==> src/rtl/shared_reg_arbiter_pkg.sv <==
//==============================================================================
// Module   : shared_reg_pkg
// Brief    : Shared types and default sizing for the shared register arbiter.
// Revision : 1.0 - initial release
//==============================================================================
`default_nettype none

package shared_reg_pkg;

    localparam int c_DEF_NUM_REQ   = 4;
    localparam int c_DEF_WIDTH     = 4;
    localparam int c_DEF_MAX_BURST = 3;

    typedef enum logic [0:0] {
        IDLE = 1'b0,
        OWN  = 1'b1
    } state_t;

endpackage

`default_nettype wire

==> src/rtl/shared_reg_arbiter_rr_pick.sv <==
//==============================================================================
// Module   : rr_pick
// Brief    : Combinational round-robin picker: first set request at or above
//            the start index, wrapping past the top.
// Revision : 1.0 - initial release
//==============================================================================
`default_nettype none

module rr_pick #(
    parameter int N  = 4,
    parameter int IW = $clog2(N)
) (
    input  logic [N-1:0]  i_req,
    input  logic [IW-1:0] i_start,
    output logic          o_found,
    output logic [IW-1:0] o_idx
);

    logic          w_found;
    logic [IW-1:0] w_idx;

    // Scan from the farthest offset down so the nearest candidate is written last.
    always_comb begin
        w_found = 1'b0;
        w_idx   = '0;
        for (int off = N - 1; off >= 0; off--) begin
            if (i_req[(int'(i_start) + off) % N]) begin
                w_found = 1'b1;
                w_idx   = IW'((int'(i_start) + off) % N);
            end
        end
    end

    assign o_found = w_found;
    assign o_idx   = w_idx;

endmodule

`default_nettype wire

==> src/rtl/shared_reg_arbiter.sv <==
//==============================================================================
// Module   : shared_reg_arbiter
// Brief    : Round-robin owner of a shared data register with bounded bursts.
// Revision : 1.0 - initial release
//==============================================================================
`default_nettype none

module shared_reg_arbiter
    import shared_reg_pkg::*;
#(
    parameter int NUM_REQ   = c_DEF_NUM_REQ,
    parameter int WIDTH     = c_DEF_WIDTH,
    parameter int MAX_BURST = c_DEF_MAX_BURST
) (
    input  logic                        clk,
    input  logic                        rst_n,
    input  logic [NUM_REQ-1:0]          req,
    input  logic [NUM_REQ*WIDTH-1:0]    wdata,
    output logic [NUM_REQ-1:0]          gnt,
    output logic [NUM_REQ-1:0]          ack,
    output logic [WIDTH-1:0]            q,
    output logic [$clog2(NUM_REQ)-1:0]  owner,
    output logic                        busy
);

    localparam int c_OW = $clog2(NUM_REQ);
    localparam int c_CW = $clog2(MAX_BURST + 1);
    localparam logic [c_OW-1:0] c_LAST_IDX = c_OW'(NUM_REQ - 1);
    localparam logic [c_CW-1:0] c_MAX_CNT  = c_CW'(MAX_BURST);
    localparam logic [c_CW-1:0] c_CNT_ONE  = c_CW'(1);

    state_t              r_state;
    logic [NUM_REQ-1:0]  r_gnt;
    logic [NUM_REQ-1:0]  r_ack;
    logic [WIDTH-1:0]    r_q;
    logic [c_OW-1:0]     r_owner;
    logic [c_CW-1:0]     r_cnt;
    logic [c_OW-1:0]     r_rr;

    state_t              w_state_nxt;
    logic [NUM_REQ-1:0]  w_gnt_nxt;
    logic [NUM_REQ-1:0]  w_ack_nxt;
    logic [WIDTH-1:0]    w_q_nxt;
    logic [c_OW-1:0]     w_owner_nxt;
    logic [c_CW-1:0]     w_cnt_nxt;
    logic [c_OW-1:0]     w_rr_nxt;

    logic [c_OW-1:0]     w_owner_inc;
    logic [c_CW-1:0]     w_cnt_inc;
    logic [WIDTH-1:0]    w_owner_data;
    logic [c_OW-1:0]     w_pick_start;
    logic                w_pick_found;
    logic [c_OW-1:0]     w_pick_idx;

    assign w_owner_inc  = (r_owner == c_LAST_IDX) ? '0 : r_owner + c_OW'(1);
    assign w_cnt_inc    = r_cnt + c_CNT_ONE;
    assign w_owner_data = wdata[int'(r_owner)*WIDTH +: WIDTH];

    // While owning, arbitration starts just past the owner so it ranks last.
    assign w_pick_start = (r_state == OWN) ? w_owner_inc : r_rr;

    rr_pick #(
        .N  (NUM_REQ),
        .IW (c_OW)
    ) u_rr_pick (
        .i_req   (req),
        .i_start (w_pick_start),
        .o_found (w_pick_found),
        .o_idx   (w_pick_idx)
    );

    always_comb begin
        w_state_nxt = r_state;
        w_gnt_nxt   = r_gnt;
        w_ack_nxt   = '0;
        w_q_nxt     = r_q;
        w_owner_nxt = r_owner;
        w_cnt_nxt   = r_cnt;
        w_rr_nxt    = r_rr;

        case (r_state)
            IDLE: begin
                w_gnt_nxt = '0;
                if (w_pick_found) begin
                    w_state_nxt            = OWN;
                    w_gnt_nxt[w_pick_idx]  = 1'b1;
                    w_owner_nxt            = w_pick_idx;
                    w_cnt_nxt              = '0;
                end
            end
            OWN: begin
                if (req[r_owner]) begin
                    w_q_nxt            = w_owner_data;
                    w_ack_nxt[r_owner] = 1'b1;
                    w_cnt_nxt          = w_cnt_inc;
                end
                if (!req[r_owner] || (w_cnt_inc == c_MAX_CNT)) begin
                    w_rr_nxt  = w_owner_inc;
                    w_cnt_nxt = '0;
                    w_gnt_nxt = '0;
                    if (w_pick_found) begin
                        w_gnt_nxt[w_pick_idx] = 1'b1;
                        w_owner_nxt           = w_pick_idx;
                    end else begin
                        w_state_nxt = IDLE;
                    end
                end
            end
            default: begin
                w_state_nxt = IDLE;
                w_gnt_nxt   = '0;
            end
        endcase
    end

    always_ff @(posedge clk or negedge rst_n) begin
        if (!rst_n) begin
            r_state <= IDLE;
            r_gnt   <= '0;
            r_ack   <= '0;
            r_q     <= '0;
            r_owner <= '0;
            r_cnt   <= '0;
            r_rr    <= '0;
        end else begin
            r_state <= w_state_nxt;
            r_gnt   <= w_gnt_nxt;
            r_ack   <= w_ack_nxt;
            r_q     <= w_q_nxt;
            r_owner <= w_owner_nxt;
            r_cnt   <= w_cnt_nxt;
            r_rr    <= w_rr_nxt;
        end
    end

    assign gnt   = r_gnt;
    assign ack   = r_ack;
    assign q     = r_q;
    assign owner = r_owner;
    assign busy  = (r_state == OWN);

endmodule

`default_nettype wire

==> config.mk <==
export PLATFORM = sky130hd
export DESIGN_NAME = shared_reg_arbiter
export DESIGN_NICKNAME = d
export VERILOG_FILES = /design/src/rtl/shared_reg_arbiter_pkg.sv /design/src/rtl/shared_reg_arbiter_rr_pick.sv /design/src/rtl/shared_reg_arbiter.sv
export SDC_FILE = /design/constraint.sdc
export NUM_CORES = 1
export LEC_CHECK = 0
export CELL_PAD_IN_SITES_DETAIL_PLACEMENT = 0
export CELL_PAD_IN_SITES_GLOBAL_PLACEMENT = 1
export CORE_MARGIN = 4
export CORE_UTILIZATION = 34
export DETAILED_ROUTE_END_ITERATION = 16
export GPL_ROUTABILITY_DRIVEN = 0
export PLACE_DENSITY_LB_ADDON = 0.1
export SYNTH_ARGS = -nofsm -noshare
export SYNTH_HDL_FRONTEND = slang
export SYNTH_HIERARCHICAL = 1
export SYNTH_SLANG_ARGS = --single-unit
==> constraint.sdc <==
create_clock -name clk -period 2.4 [get_ports clk]
set_clock_uncertainty 0.15 [all_clocks]
set_input_delay 0.48 -clock clk [delete_from_list [all_inputs] [get_ports clk]]
set_output_delay 0.48 -clock clk [all_outputs]
set_load 0.02 [all_outputs]
# Word level (Yosys, flattened, before mapping)
# Index checks and enable logic that the tools add are counted.
totals:
  mem_bits_rw: 0
  reg_bits: 19
  latchBits: 0
  out_inout_bits: 15
  romBits: 0
  memories: 0
op_classes:
  n_shift: 1
  n_eq_ne: 5
  n_mul: 0
  reduce_logical: 10
  n_bitwise: 4
  n_mux: 42
  n_div: 0
  magnitude_cmp: 8
  add_sub_neg: 5
ops:
  columns: ["cell", "count"]
  rows:
  - ["2-bit 2-to-1 mux", 11]
  - ["1-bit 2-to-1 mux", 16]
  - ["4-bit 2-to-1 mux", 4]
  - ["16-bit by 5-bit variable part select with 4-bit output", 1]
  - ["3-bit by 4-bit < comparator with 1-bit output, second input constant", 3]
  - ["1-bit binary-select mux with 2-bit select", 5]
  - ["2-bit by 3-bit < comparator with 1-bit output, second input constant", 3]
  - ["2-bit one-hot mux with 2 select lines", 2]
  - ["4-bit one-hot mux with 2 select lines", 1]
  - ["2-bit by 1-bit adder with 2-bit output, second input constant", 3]
  - ["2-bit AND reduction", 3]
  - ["2-bit OR reduction", 3]
  - ["2-bit adder, second input constant", 2]
  - ["1-bit demux with 2-bit select", 2]
  - ["2-bit == test, second input constant", 2]
  - ["2-bit by 1-bit >= comparator with 1-bit output, second input constant", 2]
  - ["2-bit by 1-bit inequality test with 1-bit output, second input constant", 2]
  - ["1-bit bitwise AND, first input constant", 3]
  - ["3-bit by 1-bit inequality test with 1-bit output, second input constant", 1]
  - ["1-bit logical AND", 2]
  - ["1-bit one-hot mux with 2 select lines", 1]
  - ["1-bit zero test", 1]
  - ["1-bit logical OR", 1]
  - ["1-bit NOT", 1]

# Depth between registers and ports, before layout
# Gate-level depths: netlist of run 1.
depth:
  depth_word: 20
  depth_mapped: 10

# Modules after synthesis
# The synthesis of run 1 kept the hierarchy.
by_module_without_submodules:
  columns: ["module", "instances", "area_each_um2", "seq_area_each_um2", "cells_per_inst"]
  rows:
  - ["shared_reg_arbiter", 1, 1002.2, 475.5, 76]
  - ["rr_pick", 1, 77.6, 0.0, 13]

# Worst setup path after synthesis of run 1
# OpenSTA, ideal clock, no wires.
synth_timing:
  kind: "register to register"
  from: "register r_owner[1] (netlist: owner[1])"
  to: "register r_gnt[0] (netlist: gnt[0])"
  setup_time_ps: 125
  path_stages_with_launch: 9
  arrival_time_ps: 2120
  n_path_buf: 1
  path_slack_ps: 5
  cell_sequence: "dfrtp_1 buf_2 inv_1 ha_1 mux2_2 mux2i_1 a211oi_2 nor3_1 mux2_2"
synth_between:
  elab_chain_len: 18
  word_cells_on_any_way: 39
  cone_classes: "4 x add/sub; 2 x order compare; 2 x eq/ne; 28 x mux; 3 x reduce/logical"
synth_rtl:
  columns: ["item", "line_no", "text"]
  rows:
  - ["from (decl)", "shared_reg_arbiter.sv:36", "logic [c_OW-1:0] r_owner;"]
  - ["from (signal assigned)", "shared_reg_arbiter.sv:130", "r_owner <= w_owner_nxt;"]
  - ["2-bit by 1-bit adder with 2-bit output / 2-bit == test (equally long branches)", "shared_reg_arbiter.sv:55", "assign w_owner_inc = (r_owner == c_LAST_IDX) ? '0 : r_owner + c_OW'(1);"]
  - ["2-bit 2-to-1 mux (*)", "shared_reg_arbiter.sv:55", null]
  - ["net w_owner_inc[1]", "shared_reg_arbiter.sv:48", "logic [c_OW-1:0] w_owner_inc;"]
  - ["2-bit 2-to-1 mux (*)", "shared_reg_arbiter.sv:60", "assign w_pick_start = (r_state == OWN) ? w_owner_inc : r_rr;"]
  - ["net w_pick_start[1]", "shared_reg_arbiter.sv:51", "logic [c_OW-1:0] w_pick_start;"]
  - ["2-bit adder", "shared_reg_arbiter_rr_pick.sv:27", "if (i_req[(int'(i_start) + off) % N]) begin"]
  - ["1-bit binary-select mux with 2-bit select", "shared_reg_arbiter_rr_pick.sv:27", null]
  - ["1-bit 2-to-1 mux (not written as such) (2 in series)", "shared_reg_arbiter_rr_pick.sv:27", null]
  - ["[4 not listed]", null, null]
  - ["net w_pick_idx[0]", "shared_reg_arbiter.sv:53", "logic [c_OW-1:0] w_pick_idx;"]
  - ["2-bit by 3-bit < comparator with 1-bit output (not written as such) / 2-bit by 1-bit >= comparator with 1-bit output (equally long branches)", "shared_reg_arbiter.sv:86, shared_reg_arbiter.sv:102", null]
  - ["1-bit logical AND (not written as such)", "shared_reg_arbiter.sv:86, shared_reg_arbiter.sv:102", null]
  - ["1-bit 2-to-1 mux (not written as such)", "shared_reg_arbiter.sv:86, shared_reg_arbiter.sv:102", null]
  - ["1-bit demux with 2-bit select (*)", "shared_reg_arbiter.sv:86, shared_reg_arbiter.sv:102", null]
  - ["4-bit 2-to-1 mux (*)", "shared_reg_arbiter.sv:84, shared_reg_arbiter.sv:101", null]
  - ["4-bit 2-to-1 mux", "shared_reg_arbiter.sv:97", "if (!req[r_owner] || (w_cnt_inc == c_MAX_CNT)) begin"]
  - ["4-bit one-hot mux with 2 select lines (*)", "shared_reg_arbiter.sv:81", "case (r_state)"]
  - ["to (signal assigned)", "shared_reg_arbiter.sv:127", "r_gnt <= w_gnt_nxt;"]
  - ["to (decl)", "shared_reg_arbiter.sv:33", "logic [NUM_REQ-1:0] r_gnt;"]
# Mark *: on every way through the listed nets, which the timed path passes. The rest lies on a longest branch. The select of a mux whose other input is x is not followed.
# A chain may end at the register's enable or synchronous reset.

# Worst setup path after layout of run 1
layout_timing:
  from: "register r_owner[1] (netlist: owner[1])"
  to: "register r_gnt[3] (netlist: gnt[3])"
# Same word-level chain as after synthesis.

==> results.sh, run 1 <==
export IMPL_status="complete, no violations"
export IMPL_synthAdderAreaFrac_pct=5.79
export IMPL_setup_viol=0
export IMPL_drtIter0Drc=26
export IMPL_critPathKind="reg2reg"
export IMPL_yosysSeqAreaShare_pct=44.0
export IMPL_powerDensity_nw_per_um2=1230
export IMPL_antenna_found_initial=0
export IMPL_ys_ff_latch=19
export IMPL_synth_top_cell_area_share_pct=44.0
export IMPL_setup_ws_ns=0.107
export IMPL_grt_pass1_vias=930
export IMPL_syn_to_final_growth_pct=48.1
export IMPL_clkSinkCount=19
export IMPL_ant_nets=0
export IMPL_path_common_cell="mux2_2"
export IMPL_wl_per_cell_um=13.8
export IMPL_worst_path_buf_inv=2
export IMPL_antenna_cells=0
export IMPL_ir_drop_uv=430
export IMPL_seqPwrFrac_pct=26.5
export IMPL_dieArea_sq_um=4140
export IMPL_drive_gt1_share_pct=26.8
export IMPL_dpl_worst_slack_ns=0.0209
export IMPL_slew_viol_final=0
export IMPL_maxSlewHeadroom_pct=77.6
export IMPL_wirelength_mm=2.51
export IMPL_dp_cells=177
export IMPL_portBuffers=36
export IMPL_hpwl_mm=1.98
export IMPL_slowest_stage="dfrtp_1"
export IMPL_layout_min_cycle_time_ns=2.29
export IMPL_synth_xor_area_share_pct=0
export IMPL_p_sw_share_pct=37.6
export IMPL_syn_avg_cell_area_sq_um=12.1
export IMPL_layout_common_cells="36 x clkdlybuf4s50_1, 19 x dfrtp_1, 12 x buf_4, 8 x mux2_2, 7 x nor2_1"
export IMPL_max_freq_ghz=0.436
export IMPL_clk_pin_slew_worst_paths_ns=0.12
export IMPL_cts_buffers=3
export IMPL_synth_mux_area_share_pct=26.2
export IMPL_design_core_area_sq_um=3050
export IMPL_drt_first_pass_iters=3
export IMPL_worst_pin_slew_ns=0.336
export IMPL_die_y_um=64.4
export IMPL_vias_per_cell=4.80
export IMPL_cts_tree="yes"
export IMPL_switchingPower_uw=739
export IMPL_track_usage_pct=12.9
export IMPL_grt_max_degree=20
export IMPL_arrival_ns=2.33
export IMPL_ctsHoldBuffers=0
export IMPL_fin_tns_setup_ns=0
export IMPL_worstSkewPairLatency_ns=0.30
export IMPL_yosys_area_share_simple_pct=12.5
export IMPL_grt_pass1_wl_mm=4.17
export IMPL_pin_count=37
export IMPL_vias=874
export IMPL_chipWidth_um=64.4
export IMPL_power_share_clock_pct=8.4
export IMPL_hold_viol=0
export IMPL_mappedNetlistArea_sq_um=1080
export IMPL_drv_cap=0
export IMPL_cp_max_fo=5
export IMPL_path_cells="inv_1 > ha_1 > mux2_2 > nand2b_1 > a21oi_1 > a211oi_2 > buf_4 > and3_1 > mux2_2"
export IMPL_p_total_uw=1970
export IMPL_yosysTopAreaCell="dfrtp_1"
export IMPL_final_cells=182
export IMPL_synthTopCellsByArea="dfrtp_1 44%, mux4_2 10%, mux2_2 8.3%"
export IMPL_p_int_uw=1230
export IMPL_rsz0062_at_grt="no"
export IMPL_cts_root_buffer="clkbuf_4"
export IMPL_cts_max_path_buffers=2
export IMPL_synth_compound_area_share_pct=7.53
export IMPL_utilization_pct=52.4
export IMPL_overflow=0
export IMPL_syn_nets=116
export IMPL_layout_commonest_cell="clkdlybuf4s50_1"
export IMPL_initial_core_util_pct=35.4
export IMPL_cp_end_kind="register"
export IMPL_cp_required_ns=2.43
export IMPL_yosys_warnings=6
export IMPL_rows=20
export IMPL_nets=166
export IMPL_syn_instance_count=89
export IMPL_setup_worst_path_start_class="register"
export IMPL_leakagePower_uw=0.000725
export IMPL_cpPeakStageDelay_ns=0.41
export IMPL_htreeDepth=1
export IMPL_hp_class="in2async"
export IMPL_yosysUniqueCellTypes=27
export IMPL_synth_top_family_by_area="multiplexers"
export IMPL_power_frac_comb_pct=65.1
export IMPL_drc=0
export IMPL_crit_family="multiplexers"
export IMPL_finalCritPeriodShare_pct=95.6
synthesized netlist by cell type, drive strengths merged:
master and n:
nand2b 2, a22o 1, dfrtp 19, nor3b 2, a211oi 2, mux2i 2
clkbuf 1, inv 6, mux2 12, a41o 1, nor3 2, and2 1
o21ai 2, o211ai 1, a21boi 1, nor2 8, mux4 5, nand3 1
buf 2, a21oi 1, nand2 6, and3 5, a31oi 1, ha 5
timing repair:
item | in CTS | in global routing
setup buffers | 0 | 1
setup endpoints to repair | 0 | 4
gates resized for setup | 0 | 3
final cells by class:
| cell class | instances | area, sq um |
|---|---|---|
| timing repair buffer | 48 | 450 |
| tap | 44 | 55.1 |
| inverter | 6 | 22.5 |
| sequential | 19 | 475 |
| multi-input combinational | 61 | 569 |
| clock buffer | 4 | 26.3 |
| fill | 306 | 1450 |
per-layer routing:
layer	GRT usage, %	part of all wire (%)	vias up
met3	3.69	5.9	2
met4	3.96	0.84	0
met1	15.0	43	430
met5	0	0	-
li1	-	-	418
met2	22.8	50	24
kinds of logic (layout without fill, tap and decap cells):
| kind of cell | after synthesis | count (layout) |
|---|---|---|
| buf+inv | 9 | 58 |
| mux | 19 | 19 |
| fa+ha+maj | 5 | 5 |
| compound gates | 10 | 10 |
| simple gates | 27 | 27 |
| flops | 19 | 19 |
worst paths after layout:
kind	from	endpoint	slack, ns	cells after the start
min reg2reg	gnt[3]	gnt[3]	0.36	1
min	rst_n	ack[3]	0.35	2
max reg2reg	owner[1]	gnt[3]	0.11	9
min in group clk	gnt[3]	gnt[3]	0.36	1
max in group asynchronous	rst_n	gnt[1]	1.52	2
max	owner[1]	gnt[3]	0.11	9
power by group through the flow:
stage	sequential, uW	combinational (uW)	clock (uW)
after floorplan	659	695	0
after global placement	529	1240	0
after detailed placement	532	1260	0
after CTS	525	1270	171
after global routing	541	1400	184
final	522	1280	166
per-stage QoR:
stage          hold slack (ns)  area (sq um)
4_1_cts                  0.364          1580
3_5_place_dp             0.344          1560
2_1_floorplan           0.0344          1080
3_3_place_gp             0.337          1560
5_1_grt                  0.377          1600
6_report                 0.353          1600
registers in the layout (all words and copies together) (netlist names):
signal  count
ack         4
busy        1
gnt         4
owner       2
q           4
r_cnt       2
r_rr        2
(Power assumes the default switching activity.)
==> run 2, diff against run 1 <==
Settings changed: CTS_CLUSTER_DIAMETER from default to 120.
Clock period 2.4 ns to 2.25 ns, I/O delays scaled along.
==> results.sh, run 2 (synthesis gave the netlist of run 1 again) <==
export IMPL_rows=20
export IMPL_path_cells="inv_1 > ha_4 > mux2_4 > nand2b_1 > a21oi_2 > a211oi_2 > buf_4 > and3_1 > mux2_2"
export IMPL_design_core_area_sq_um=3050
export IMPL_wirelength_mm=2.59
export IMPL_grt_pass1_wl_mm=4.29
export IMPL_cts_max_path_buffers=2
export IMPL_ir_drop_uv=464
export IMPL_fillers=290
export IMPL_vias=872
export IMPL_layout_commonest_cell="clkdlybuf4s50_1"
export IMPL_worst_pin_slew_ns=0.253
export IMPL_maxSlewHeadroom_pct=83.1
export IMPL_multi_input_area_sq_um=598
export IMPL_leakagePower_uw=0.000731
export IMPL_worstSetupPathDepth=9
export IMPL_drv_cap=0
export IMPL_layout_common_cells="36 x clkdlybuf4s50_1, 17 x dfrtp_1, 12 x buf_4, 7 x nor2_1, 7 x mux2_2"
export IMPL_cpPeakStageDelay_ns=0.43
export IMPL_reg2reg_setup_slack_ns=0.08
export IMPL_pin_count=37
export IMPL_grt_pass1_vias=925
export IMPL_dieArea_sq_um=4140
export IMPL_portBuffers=36
export IMPL_power_share_clock_pct=8.5
export IMPL_hpwl_mm=1.96
export IMPL_clk_pin_slew_worst_paths_ns=0.12
export IMPL_cp_end_kind="register"
export IMPL_worst_path_buf_inv=2
export IMPL_drt_first_pass_iters=2
export IMPL_finalCritPeriodShare_pct=96.6
export IMPL_chipWidth_um=64.4
export IMPL_endpoint="gnt[3]"
export IMPL_cp_required_ns=2.32
export IMPL_clkSinkCount=19
export IMPL_fin_tns_setup_ns=0
export IMPL_ctsHoldBuffers=0
export IMPL_vias_per_cell=4.79
export IMPL_power_frac_comb_pct=65.6
export IMPL_critPathLaunch="owner[1]"
export IMPL_powerDensity_nw_per_um2=1330
export IMPL_cp_max_fo=5
export IMPL_htreeDepth=1
export IMPL_overflow=0
export IMPL_antenna_cells=0
export IMPL_nets=166
export IMPL_layout_min_cycle_time_ns=2.17
export IMPL_syn_to_final_growth_pct=51.0
export IMPL_p_sw_share_pct=37.9
export IMPL_max_freq_ghz=0.460
export IMPL_critPathKind="reg2reg"
export IMPL_worstReg2RegEnd="gnt[3]"
export IMPL_drive_gt1_share_pct=31.9
export IMPL_antenna_found_initial=0
export IMPL_switchingPower_uw=822
export IMPL_r2r_worst_path_cells=9
export IMPL_seq_area_sq_um=478
export IMPL_grt_max_degree=20
export IMPL_worstSkewPairLatency_ns=0.31
export IMPL_track_usage_pct=13.4
export IMPL_cts_buffers=3
export IMPL_crit_family="multiplexers"
export IMPL_p_int_uw=1350
export IMPL_setup_viol=0
export IMPL_slowest_stage="dfrtp_2"
export IMPL_ant_nets=0
export IMPL_r2r_start="owner[1]"
export IMPL_status="complete, no violations"
export IMPL_drtIter0Drc=23
export IMPL_slew_viol_final=0
export IMPL_drc=0
export IMPL_cts_root_buffer="clkbuf_4"
export IMPL_arrival_ns=2.24
export IMPL_wl_per_cell_um=14.2
export IMPL_cts_tree="yes"
export IMPL_initial_core_util_pct=35.4
export IMPL_fin_hold_ws_ns=0.308
export IMPL_setup_worst_path_start_class="register"
export IMPL_die_y_um=64.4
export IMPL_hold_viol=0
export IMPL_seqPwrFrac_pct=25.9
export IMPL_hp_class="in2async"
run 2: cell type report:
type	count	area share, %
inverters	6	1.38
repair buffers	48	27.6
clock buffers	4	1.61
multi-input cells	61	36.7
well taps	44	3.38
flip-flops and latches	19	29.3
run 2: worst min path at each step:
stage                        start       end  cells after the start  slack (ns)
final                        rst_n      q[2]                      2        0.31
after global routing         rst_n      q[3]                      2        0.34
after CTS                    rst_n      q[2]                      2        0.33
after detailed placement      q[0]      q[0]                      1        0.34
after global placement    r_cnt[1]  r_cnt[1]                      1        0.34
after floorplan              rst_n    ack[0]                      0       0.004
run 2: what timing repair did:
action / CTS / global route
cloned: 0 / 0
endpoints found under the hold margin: 0 / 0
endpoints found under the setup margin: 1 / 4
pin swaps: 0 / 1
setup buffers: 0 / 1
resized for setup: 1 / 7
run 2: power by group through the flow:
stage | sequential [uW] | combinational, uW | clock (uW)
after detailed placement | 568 | 1360 | 0
after global routing | 584 | 1570 | 198
final | 562 | 1420 | 184
after CTS | 560 | 1380 | 184
after floorplan | 708 | 758 | 0
after global placement | 564 | 1340 | 0
run 2: per-stage QoR:
step | utilization [%] | std cells | cell area (sq um) | power (uW) | worst slack, ns
after CTS | 52.2 | 181 | 1590 | 2120 | 0.0131
after floorplan | - | 89 | 1090 | 1470 | 0.0102
final | 53.4 | 182 | 1630 | 2170 | 0.0760
after global routing | 53.4 | 182 | 1630 | 2350 | -0.0413
after global placement | 51.2 | 177 | 1560 | 1900 | -0.0196
after detailed placement | 51.2 | 177 | 1560 | 1930 | -0.0588
run 2: layer usage:
layer | up-vias | GRT usage, % | part of all wire [%]
met2 | 27 | 22.7 | 49
met5 | - | 0 | 0
met3 | 5 | 3.51 | 6.5
met4 | 0 | 5.54 | 1.7
li1 | 419 | - | -
met1 | 421 | 16.0 | 43
run 2: worst reg2reg max path, cell delays in order, from the launching register on:
cell      delay (ns)
dfrtp_2         0.43
inv_1           0.12
ha_4            0.22
mux2_4          0.29
nand2b_1        0.16
a21oi_2         0.13
a211oi_2        0.04
buf_4           0.15
and3_1          0.13
mux2_2          0.25
==> run 3, diff against run 2 <==
Settings changed: REMOVE_ABC_BUFFERS from default to 1.
==> results.sh, run 3 (synthesis gave the netlist of run 1 again) <==
export IMPL_drive_gt1_share_pct=35.0
export IMPL_r2r_start="owner[1]"
export IMPL_vias=898
export IMPL_placed_area_sq_um=1590
export IMPL_powerDensity_nw_per_um2=1350
export IMPL_final_cells=187
export IMPL_clk_pin_slew_worst_paths_ns=0.10
export IMPL_initial_core_util_pct=35.4
export IMPL_grt_max_degree=20
export IMPL_dp_cells=181
export IMPL_track_usage_pct=14.4
export IMPL_cts_root_buffer="clkbuf_4"
export IMPL_nets=171
export IMPL_slew_viol_final=0
export IMPL_pin_count=37
export IMPL_portBuffers=36
export IMPL_status="complete, no violations"
export IMPL_ctsHoldBuffers=0
export IMPL_critPathLaunch="owner[1]"
export IMPL_clkSinkCount=19
export IMPL_slowest_stage="dfrtp_1"
export IMPL_antenna_found_initial=0
export IMPL_worstSkewPairLatency_ns=0.29
export IMPL_finalCritPeriodShare_pct=96.7
export IMPL_wirelength_mm=2.70
export IMPL_htreeDepth=1
export IMPL_hold_viol=0
export IMPL_reg2reg_setup_slack_ns=0.07
export IMPL_vias_per_cell=4.80
export IMPL_overflow=0
export IMPL_die_y_um=64.4
export IMPL_ir_drop_uv=504
export IMPL_drtIter0Drc=22
export IMPL_cts_tree="yes"
export IMPL_chipWidth_um=64.4
export IMPL_drv_cap=0
export IMPL_layout_min_cycle_time_ns=2.18
export IMPL_antenna_cells=0
export IMPL_rows=20
export IMPL_setup_viol=0
export IMPL_path_cells="inv_2 > ha_4 > mux2_4 > nand2b_4 > a21oi_2 > a211oi_2 > buf_4 > and3_1 > mux2_2"
export IMPL_endpoint="gnt[3]"
export IMPL_drt_first_pass_iters=6
export IMPL_grt_pass1_wl_mm=4.69
export IMPL_layout_common_cells="35 x clkdlybuf4s50_1, 19 x dfrtp_1, 17 x buf_4, 7 x mux2_2"
export IMPL_dieArea_sq_um=4140
export IMPL_wl_per_cell_um=14.4
export IMPL_cp_max_fo=5
export IMPL_design_area_sq_um=1680
export IMPL_cpPeakStageDelay_ns=0.44
export IMPL_grt_pass1_vias=972
export IMPL_hp_class="in2async"
export IMPL_leakagePower_uw=0.000772
export IMPL_drc=0
export IMPL_worst_pin_slew_ns=0.248
export IMPL_max_freq_ghz=0.459
export IMPL_hpwl_mm=2.04
export IMPL_ant_nets=0
export IMPL_maxSlewHeadroom_pct=83.5
export IMPL_critPathKind="reg2reg"
export IMPL_arrival_ns=2.21
export IMPL_r2r_worst_path_cells=9
export IMPL_cp_end_kind="register"
export IMPL_setup_worst_path_start_class="register"
export IMPL_design_core_area_sq_um=3050
export IMPL_layout_commonest_cell="clkdlybuf4s50_1"
export IMPL_worstReg2RegEnd="gnt[3]"
export IMPL_cp_required_ns=2.28
export IMPL_cts_max_path_buffers=2
export IMPL_cts_buffers=3
export IMPL_syn_to_final_growth_pct=55.4
export IMPL_p_total_uw=2270
==> run 3: changes by cell type in the layout (fill, tap and decap cells not counted) <==
cell	previous run	this run
dfrtp_2	2	0
nor2_1	7	6
inv_2	1	2
nand2b_4	0	1
clkdlybuf4s50_1	36	35
inv_1	5	4
nand2b_1	2	1
buf_4	12	17
nor2_2	1	2
dfrtp_1	17	19
dlymetal6s2s_1	0	1
==> run 3: layout make-up <==
class | instances | area (sq um)
Clock buffer | 4 | 26.3
Fill cell | 301 | 1380
Inverter | 6 | 22.5
Multi-Input combinational cell | 61 | 608
Sequential cell | 19 | 475
Tap cell | 44 | 55.1
Timing Repair Buffer | 53 | 490
==> run 3: where the power goes <==
group / internal, uW / switching, uW
Combinational: 864 / 672
Clock: 68.9 / 99.7
Sequential: 489 / 77.4
Total: 1420 / 849
==> run 3: timing repair <==
action                                  4_1_cts  5_1_grt
setup buffers                                 0        2
endpoints found under the setup margin        4        6
gates resized for setup                       6        7
pin swaps                                     1        1
==> run 3: per-stage QoR <==
step	util [%]	setup slack, ns	setup TNS [ns]	hold slack, ns
after floorplan	-	-0.212	-0.813	0.00441
after global placement	52.0	-0.0332	-0.159	0.342
after detailed placement	52.0	-0.0768	-0.453	0.343
after CTS	53.6	0.00311	0	0.334
after global routing	55.0	-0.00137	-0.00137	0.341
final	55.0	0.0737	0	0.333
==> run 3: worst max-delay path: cells and delay by family, from the launching register on <==
family,cells,cell delay (ns)
AOI/OAI and AO/OA,2,0.18
muxes,2,0.56
DFF,1,0.44
and+or+nand+nor,2,0.28
buffers and inverters,2,0.26
adders and majority gates,1,0.20
==> run 3: metal layers <==
| layer | vias up | global-route usage (%) | routed length (um) |
|---|---|---|---|
| li1 | 426 | - | - |
| met1 | 442 | 17.0 | 1160 |
| met2 | 28 | 25.4 | 1360 |
| met3 | 2 | 3.51 | 157 |
| met4 | 0 | 4.49 | 15 |
| met5 | - | 0 | 0 |
==> run 3: how the worst min path moves through the flow <==
stage | start | endpoint | slack [ns] | cells past startpoint
floorplan | rst_n | ack[0] | 0.004 | 0
global placement | r_rr[1] | r_rr[1] | 0.34 | 1
detailed placement | r_cnt[1] | r_cnt[1] | 0.34 | 1
CTS | rst_n | ack[2] | 0.33 | 2
global route | rst_n | ack[2] | 0.34 | 2
finish | rst_n | ack[2] | 0.33 | 2
